**src/rtl/crypto_decoder.sv**
```systemverilog
// -----------------------------------------------------------------------------
// crypto_decoder
//
// Sequential 4-round decryptor for the 32-bit round cipher. One ciphertext word
// and its 32-bit key are accepted through a valid/ready handshake. The four
// inverse rounds are applied in descending order (3, 2, 1, 0), one per clock.
// The plaintext is then presented through a valid/ready output handshake.
//
// Inverse round i, where rk_i = rotl(key, 8*i):
//     x = rotr(x - rk_i, 5) ^ rk_i      (32-bit wrap-around subtraction)
//
// Handshake semantics (both sides):
//   A transfer happens on a rising edge where valid and ready are both high.
//   A producer holds valid, and its data/key, stable until that transfer.
//   Ready never depends on valid.
//   Input side: in_ready is high only in IDLE and only while rst is low.
//   Output side: out_valid and out_data stay stable in DONE until out_ready.
//
// Ports:
//   clk        in   1   sole clock, rising edge
//   rst        in   1   synchronous, active-high reset
//   in_valid   in   1   upstream offers in_data/in_key
//   in_ready   out  1   decoder idle and able to accept
//   in_data    in   32  ciphertext
//   in_key     in   32  cipher key, sampled together with in_data
//   out_valid  out  1   out_data holds plaintext
//   out_ready  in   1   downstream accepts out_data
//   out_data   out  32  plaintext
//   busy       out  1   high while in ROUND or DONE
//   round_idx  out  2   round applied at the next edge; 0 outside ROUND
//   blk_count  out  16  completed output handshakes (CRYPTO_DEC_CNT_EN only)
//
// Build option:
//   CRYPTO_DEC_CNT_EN - when defined, adds the blk_count port and its counter.
// -----------------------------------------------------------------------------
module crypto_decoder (
    input  logic        clk,
    input  logic        rst,
    input  logic        in_valid,
    output logic        in_ready,
    input  logic [31:0] in_data,
    input  logic [31:0] in_key,
    output logic        out_valid,
    input  logic        out_ready,
    output logic [31:0] out_data,
    output logic        busy,
    output logic [1:0]  round_idx
`ifdef CRYPTO_DEC_CNT_EN
    ,
    output logic [15:0] blk_count
`endif
);

    typedef enum logic [1:0] {
        S_IDLE  = 2'd0,
        S_ROUND = 2'd1,
        S_DONE  = 2'd2
    } state_e;

    state_e      state_q;
    logic [31:0] data_q;
    logic [31:0] key_q;
    logic [1:0]  round_q;
    logic        out_valid_q;
    logic [31:0] out_data_q;

    logic [31:0] round_key_d;
    logic [31:0] data_d;

    // Round key i is the cipher key rotated left by whole bytes.
    function automatic logic [31:0] round_key(input logic [31:0] key,
                                              input logic [1:0]  idx);
        logic [31:0] rk;
        case (idx)
            2'd0:    rk = key;
            2'd1:    rk = {key[23:0], key[31:24]};
            2'd2:    rk = {key[15:0], key[31:16]};
            default: rk = {key[7:0],  key[31:8]};
        endcase
        return rk;
    endfunction

    // Undo one forward round: subtract the round key (borrow discarded),
    // rotate right by 5, then strip the XOR with the round key.
    function automatic logic [31:0] inverse_round(input logic [31:0] x,
                                                  input logic [31:0] rk);
        logic [31:0] diff;
        diff = x - rk;
        return {diff[4:0], diff[31:5]} ^ rk;
    endfunction

    always_comb begin
        round_key_d = round_key(key_q, round_q);
        data_d      = inverse_round(data_q, round_key_d);
    end

    // Control and datapath FSM. Every output is registered here except
    // in_ready, which must drop in the same cycle rst is asserted.
    always_ff @(posedge clk) begin
        if (rst) begin
            state_q     <= S_IDLE;
            data_q      <= 32'd0;
            key_q       <= 32'd0;
            round_q     <= 2'd0;
            out_valid_q <= 1'b0;
            out_data_q  <= 32'd0;
        end else begin
            case (state_q)
                S_IDLE: begin
                    if (in_valid) begin
                        data_q  <= in_data;
                        key_q   <= in_key;
                        round_q <= 2'd3;
                        state_q <= S_ROUND;
                    end
                end
                S_ROUND: begin
                    data_q <= data_d;
                    if (round_q == 2'd0) begin
                        // The last round result goes straight to the output
                        // register, so out_valid rises on the same edge.
                        out_data_q  <= data_d;
                        out_valid_q <= 1'b1;
                        state_q     <= S_DONE;
                    end else begin
                        round_q <= round_q - 2'd1;
                    end
                end
                S_DONE: begin
                    // New input is not taken this cycle; IDLE comes first.
                    if (out_ready) begin
                        out_valid_q <= 1'b0;
                        state_q     <= S_IDLE;
                    end
                end
                default: begin
                    out_valid_q <= 1'b0;
                    state_q     <= S_IDLE;
                end
            endcase
        end
    end

    assign in_ready  = (state_q == S_IDLE) && !rst;
    assign out_valid = out_valid_q;
    assign out_data  = out_data_q;
    assign busy      = (state_q != S_IDLE);
    // round_q is 0 when leaving ROUND, but gating keeps the output defined
    // as 0 in every non-ROUND state regardless.
    assign round_idx = (state_q == S_ROUND) ? round_q : 2'd0;

`ifdef CRYPTO_DEC_CNT_EN
    logic [15:0] blk_count_q;

    // Free-running 16-bit count of output transfers; wraps naturally.
    always_ff @(posedge clk) begin
        if (rst) begin
            blk_count_q <= 16'd0;
        end else if (out_valid_q && out_ready) begin
            blk_count_q <= blk_count_q + 16'd1;
        end
    end

    assign blk_count = blk_count_q;
`endif

endmodule

```
**config.mk**
```make
export PLATFORM = sky130hd
export DESIGN_NAME = crypto_decoder
export DESIGN_NICKNAME = d
export VERILOG_FILES = /design/src/rtl/crypto_decoder.sv
export SDC_FILE = /design/constraint.sdc
export NUM_CORES = 1
export LEC_CHECK = 0
export ABC_AREA = 1
export CELL_PAD_IN_SITES_DETAIL_PLACEMENT = 0
export CELL_PAD_IN_SITES_GLOBAL_PLACEMENT = 1
export CORE_ASPECT_RATIO = 1.4
export CORE_UTILIZATION = 45
export CTS_CLUSTER_SIZE = 8
export DETAILED_ROUTE_END_ITERATION = 8
export DONT_BUFFER_PORTS = 1
export GPL_TIMING_DRIVEN = 0
export PLACE_DENSITY_LB_ADDON = 0.1
export SKIP_LAST_GASP = 1
export SLEW_MARGIN = 10
export SYNTH_ARGS = -nofsm -noshare
export SYNTH_HDL_FRONTEND = slang
export SYNTH_SLANG_ARGS = --single-unit
```
**constraint.sdc**
```tcl
create_clock -name clk -period 3.45 [get_ports clk]
set_input_delay 0.69 -clock clk [delete_from_list [all_inputs] [get_ports clk]]
set_output_delay 0.69 -clock clk [all_outputs]
set_load 0.005 [all_outputs]
```
---- Yosys cells after proc, flatten, opt, wreduce, memory -nomap -nowiden ----
Cells that the tools add are included.
storage, ports and cells
  bits in registers ....................... 101
  input port bits ......................... 68
  output and inout port bits .............. 37
operators by class
  $add $sub $neg .......................... 2
  equal/unequal tests ..................... 8
  mux-type cells .......................... 14
  bitwise logic cells ..................... 2
  reduce and logical (&&, ||, !) cells .... 12
operators by type and width
  cell                   count
  $pmux W32 S3           1
  $pmux W32 S2           1
  $mux W32               1
  $sub A32 B32 Y32       1
  $xor A32 B32 Y32       1
  $mux W2                6
  $reduce_and A3 Y1      3
  $ne A2 B2 Y1 const B   4
  $pmux W2 S3            1
  $reduce_and A2 Y1      3
  $eq A2 B1 Y1 const B   2
  $eq A2 B2 Y1 const B   2
  $logic_not A2 Y1       2
  $pmux W2 S2            1
  $reduce_bool A2 Y1     2
  $pmux W1 S3            1
  $mux W1                2
  $sub A2 B1 Y2 const B  1
  $logic_and A1 B1 Y1    1
  $logic_not A1 Y1       1
  $not A1 Y1             1

---- Longest topological paths before layout ----
  depth after elaboration ................. 5
  depth in mapped cells ................... 22
  gate-level depth less buffers ........... 20

---- Worst setup path before layout ----
No wires, ideal clock.
  path kind ............................... reg-to-reg
  start point ............................. reg round_q[0]
  end point ............................... reg out_data_q[3] (netlist: out_data[3])
  setup time .............................. 70 ps
  data arrival time ....................... 2,722 ps
  data required time ...................... 3,380 ps
  setup slack ............................. 658 ps
  cell stages (with the launch flop) ...... 20
  buffers on the path ..................... 2
  period minus slack after synthesis ...... 2,792 ps
  cells stage by stage .................... dfxtp_1 inv_1 ha_1 inv_1 buf_4 buf_4 o22ai_1 o22ai_2 inv_1 ha_1 inv_1 fa_1 nand3_1 nand3_1 nand2_1 nand2_1 xnor2_1 xor2_1 nand2_1 a21oi_1
between the ends
  word-level cells in the longest chain between the ends .. 4
ends and longest elaborated chain
  element                                     line  text
  start: declaration                          63    logic [1:0] round_q;
  start signal: assignment                    126   round_q <= round_q - 2'd1;
  $eq A2 B2 Y1, or another cell as far along  74    case (idx)
  $pmux W32 S3                                74
  $sub A32 B32 Y32                            88    diff = x - rk;
  $xor A32 B32 Y32                            89    return {diff[4:0], diff[31:5]} ^ rk;
  end signal: assignment                      122   out_data_q <= data_d;
  end: declaration                            65    logic [31:0] out_data_q;
Several ways; a longest one is shown, not always the timed one.
A chain may end at the register's enable or synchronous reset.

---- Final worst setup path ----
  start point ............................. reg round_q[1]
  end point ............................... reg data_q[25]
between the ends
  word-level cells in the longest chain between the ends .. 5
ends and longest elaborated chain
  element                                     line  text
  $eq A2 B2 Y1, or another cell as far along  74
  $pmux W32 S3 (*)                            74
  $sub A32 B32 Y32                            88
  $xor A32 B32 Y32 (*)                        89
  $pmux W32 S2 (*)                            108   case (state_q)
  end signal: assignment                      111   data_q <= in_data;
  end signal: assignment                      118   data_q <= data_d;
  end: declaration                            61    logic [31:0] data_q;
Mark *: on every way between the ends. The rest lies on a longest branch, timed or not.

==> flow_summary.toml <==
[logic_synthesis]
yosysTopAreaCell = "dfxtp_1"
synth_edf_count = 0
synth_flop_cell = "dfxtp_1"
synth_area_mm2 = 0.00771
async_flop_share = 0
synthTopCellsByArea = "dfxtp_1 (26%), nand2_1 (21%), inv_1 (9.5%), a21oi_1 (8.0%), o21ai_0 (7.1%)"
avgSynthCellArea_um2 = 5.93
yosysMostFrequentCell = "nand2_1"
synth_top_area_share = 0.262
synth_xor_area_frac = 0.0182
synth_compound_area_frac = 0.214
synth_top_family_by_area = "simple AND/OR/NAND/NOR gates"
ys_types = 32
synthMuxAreaShare = 0
ys_seq_area_frac = 0.262
synthAdderAreaFrac = 0.0610
ys_ff_latch = 101
synthCells = 1300
yosys-top-cells-count = "nand2_1 (438), inv_1 (195), a21oi_1 (124), o21ai_0 (109), dfxtp_1 (101)"
yosysWarnings = 0
synthesis.nets = 1405
synth-simple-area-share = 0.316

[placement]
portBuffers = 0
dp.cells = 1503
place_ws_ps = -404
hpwlAfterDp_mm = 24.9
gp_congestion = 0.978

[sta]
maxSlewHeadroom = 0.438
clock_skew_ps = 12.0
final-hold-violation-count = 0
worst_pin_slew_ps = 843
fin_ws_ps = 148
fin_tns_setup_ps = 0
rsz0062_at_grt = "yes"
slew_viol_final = 0
post-route-min-period_ps = 3300
setup_viol = 0
clock.fmax_mhz = 303
min_period_over_period = 0.957

[power]
power_density_mw_per_mm2 = 696
switchingPower_w = 0.00312
peakVddDrop_mv = 0.262
swShare = 0.517
p_clk_frac = 0.173
power.total_w = 0.00604
p_int_w = 0.00292
p_leak_nw = 4.26
combPwrFrac = 0.589
p_seq_frac = 0.238

[cells_and_area]
multiInputGateArea_mm2 = 0.00502
utilization = 0.518
ff_latch_area_mm2 = 0.00202
drive_above_1_share = 0.0898
nets = 1425
fin_cells = 1528
fillers = 1852
synthToLayoutAreaGrowth_pct = 12.5
antennaDiodeCount = 0

[worst_setup_path]
cpLargestDelayFamily = "simple AND/OR/NAND/NOR gates"
crit_chain = "inv_1 > ha_1 > buf_4 > inv_2 > o211ai_1 > nand2_1 > ha_1 > nand2_1 > nor2_1 > nand2_1 > nor2_1 > nand2_1 > nand2_1 > nand2_1 > nand2_2 > nand2_1 > nand2_1 > a21oi_1"
crit_top_cell = "nand2_1"
crit_fanout = 10
cp.buffers_inverters = 3
critPathRequiredTime_ps = 3660
cp.arrival_ps = 3510
max_stage_delay_ps = 450
slowest_stage = "o211ai_1"
startpoint_type = "flip-flop"
critPathKind = "flip-flop to flip-flop"
worstSetupEndpointType = "flip-flop"

[floorplan]
rows = 56
pin_count = 105
die_y_um = 157
fp.dieW_um = 113
die_area_mm2 = 0.0177
coreArea_mm2 = 0.0167
start_util = 0.460

[hold_path]
hold_path.class = "flip-flop to flip-flop"

[job]
maxCapViolCount = 0

[clock_network]
h-tree-depth = 3
cts_sinks = 101
cts_made_buffers = 9
cts_root_buf = "clkbuf_16"
cts_tree = "built"
hold_buffers = 0
clock_path_buffers = 2
worstSkewPairLatency_ps = 370
clkSlewWorstSetupHoldPaths_ps = 80

[run_status]
status = "completed"

[drt]
drt_iter0_markers = 542
wl_per_cell_um = 19.8
viasPerCell = 5.41
route.vias.total = 8272
wirelength_mm = 30.2
drtPass1Iterations = 5
route.detailed.drc = 0
antenna_left = 0

[global_routing]
grt_pass1_wl_mm = 44.4
grt_overflow = 0
grt_pass1_vias = 7527
grt_usage = 0.344
grt_max_degree = 20
grt_antenna_before_repair = 0
[registers in the layout, summed over array words and instances (netlist names)]
signal and cells:
round_q 2, data_q 32, out_valid 1, out_data 32, key_q 32, state_q 2
[cells by family (layout without fill, tap and decap cells)]
family | count (synthesis) | after routing
AND/OR/NAND/NOR | 607 | 607
AO/OA/AOI/OAI | 290 | 290
buffers and inverters | 249 | 274
flip-flops | 101 | 101
adder cells (fa/ha/maj) | 37 | 37
XOR/XNOR | 16 | 16
[placed cells by master, fill, tap and decap left out, drive strengths merged, types with 17 or more instances in the layout]
cell    count
nand2     438
inv       200
a21oi     124
o21ai     112
dfxtp     101
nor2       81
nand3      62
clkbuf     41
ha         36
buf        28
o211ai     18
o22ai      17
[final cells by class]
type / count / share of cell area
clock buffer: 9 / 0.0260
multi-input combinational: 950 / 0.579
clock inverter: 7 / 0.00765
sequential: 101 / 0.233
buffer: 51 / 0.0312
inverter: 198 / 0.0861
timing repair buffer: 9 / 0.00779
tap: 203 / 0.0293
[routing by layer]
layer  wire (µm)  part of all wire  up-vias  track usage
met5           0                 0        -            0
met3        1420             0.047       63       0.0516
li1            -                 -     4206            -
met4        1540             0.051        0        0.167
met1       12100              0.40     3749        0.390
met2       15200              0.50      254        0.625
[worst paths after layout]
check | from | to | slack, ps | cells past startpoint
setup / recovery | round_q[1] | data_q[25] | 150 | 18
hold / removal | out_data[1] | out_data[1] | 480 | 2
setup reg to reg | round_q[1] | data_q[25] | 150 | 18
hold reg to reg | out_data[1] | out_data[1] | 480 | 2
[worst min-delay path, cell delays in order (launching register included)]
cell,delay [ps]
dfxtp_1,330
nand2_1,60
a21oi_1,50
[repair_timing]
item,in CTS,in global routing
pin swaps,1,6
resized for setup,23,53
setup buffers,1,8
endpoints found under the setup margin,28,33
[power by group through the flow]
stage,clock (W),sequential [W],combinational (W)
detailed placement,0,0.00145,0.00326
CTS,0.00106,0.00142,0.00333
global placement,0,0.00145,0.00325
floorplan,0,0.00141,0.00224
finish,0.00105,0.00143,0.00356
global route,0.00110,0.00145,0.00391
[through the flow]
step	area [µm²]	hold WS [ps]
after global routing	8670	502
after global placement	7970	461
after floorplan	7710	449
after detailed placement	7970	467
after CTS	8380	481
final	8670	485
Power figures use the tool's default switching activity.
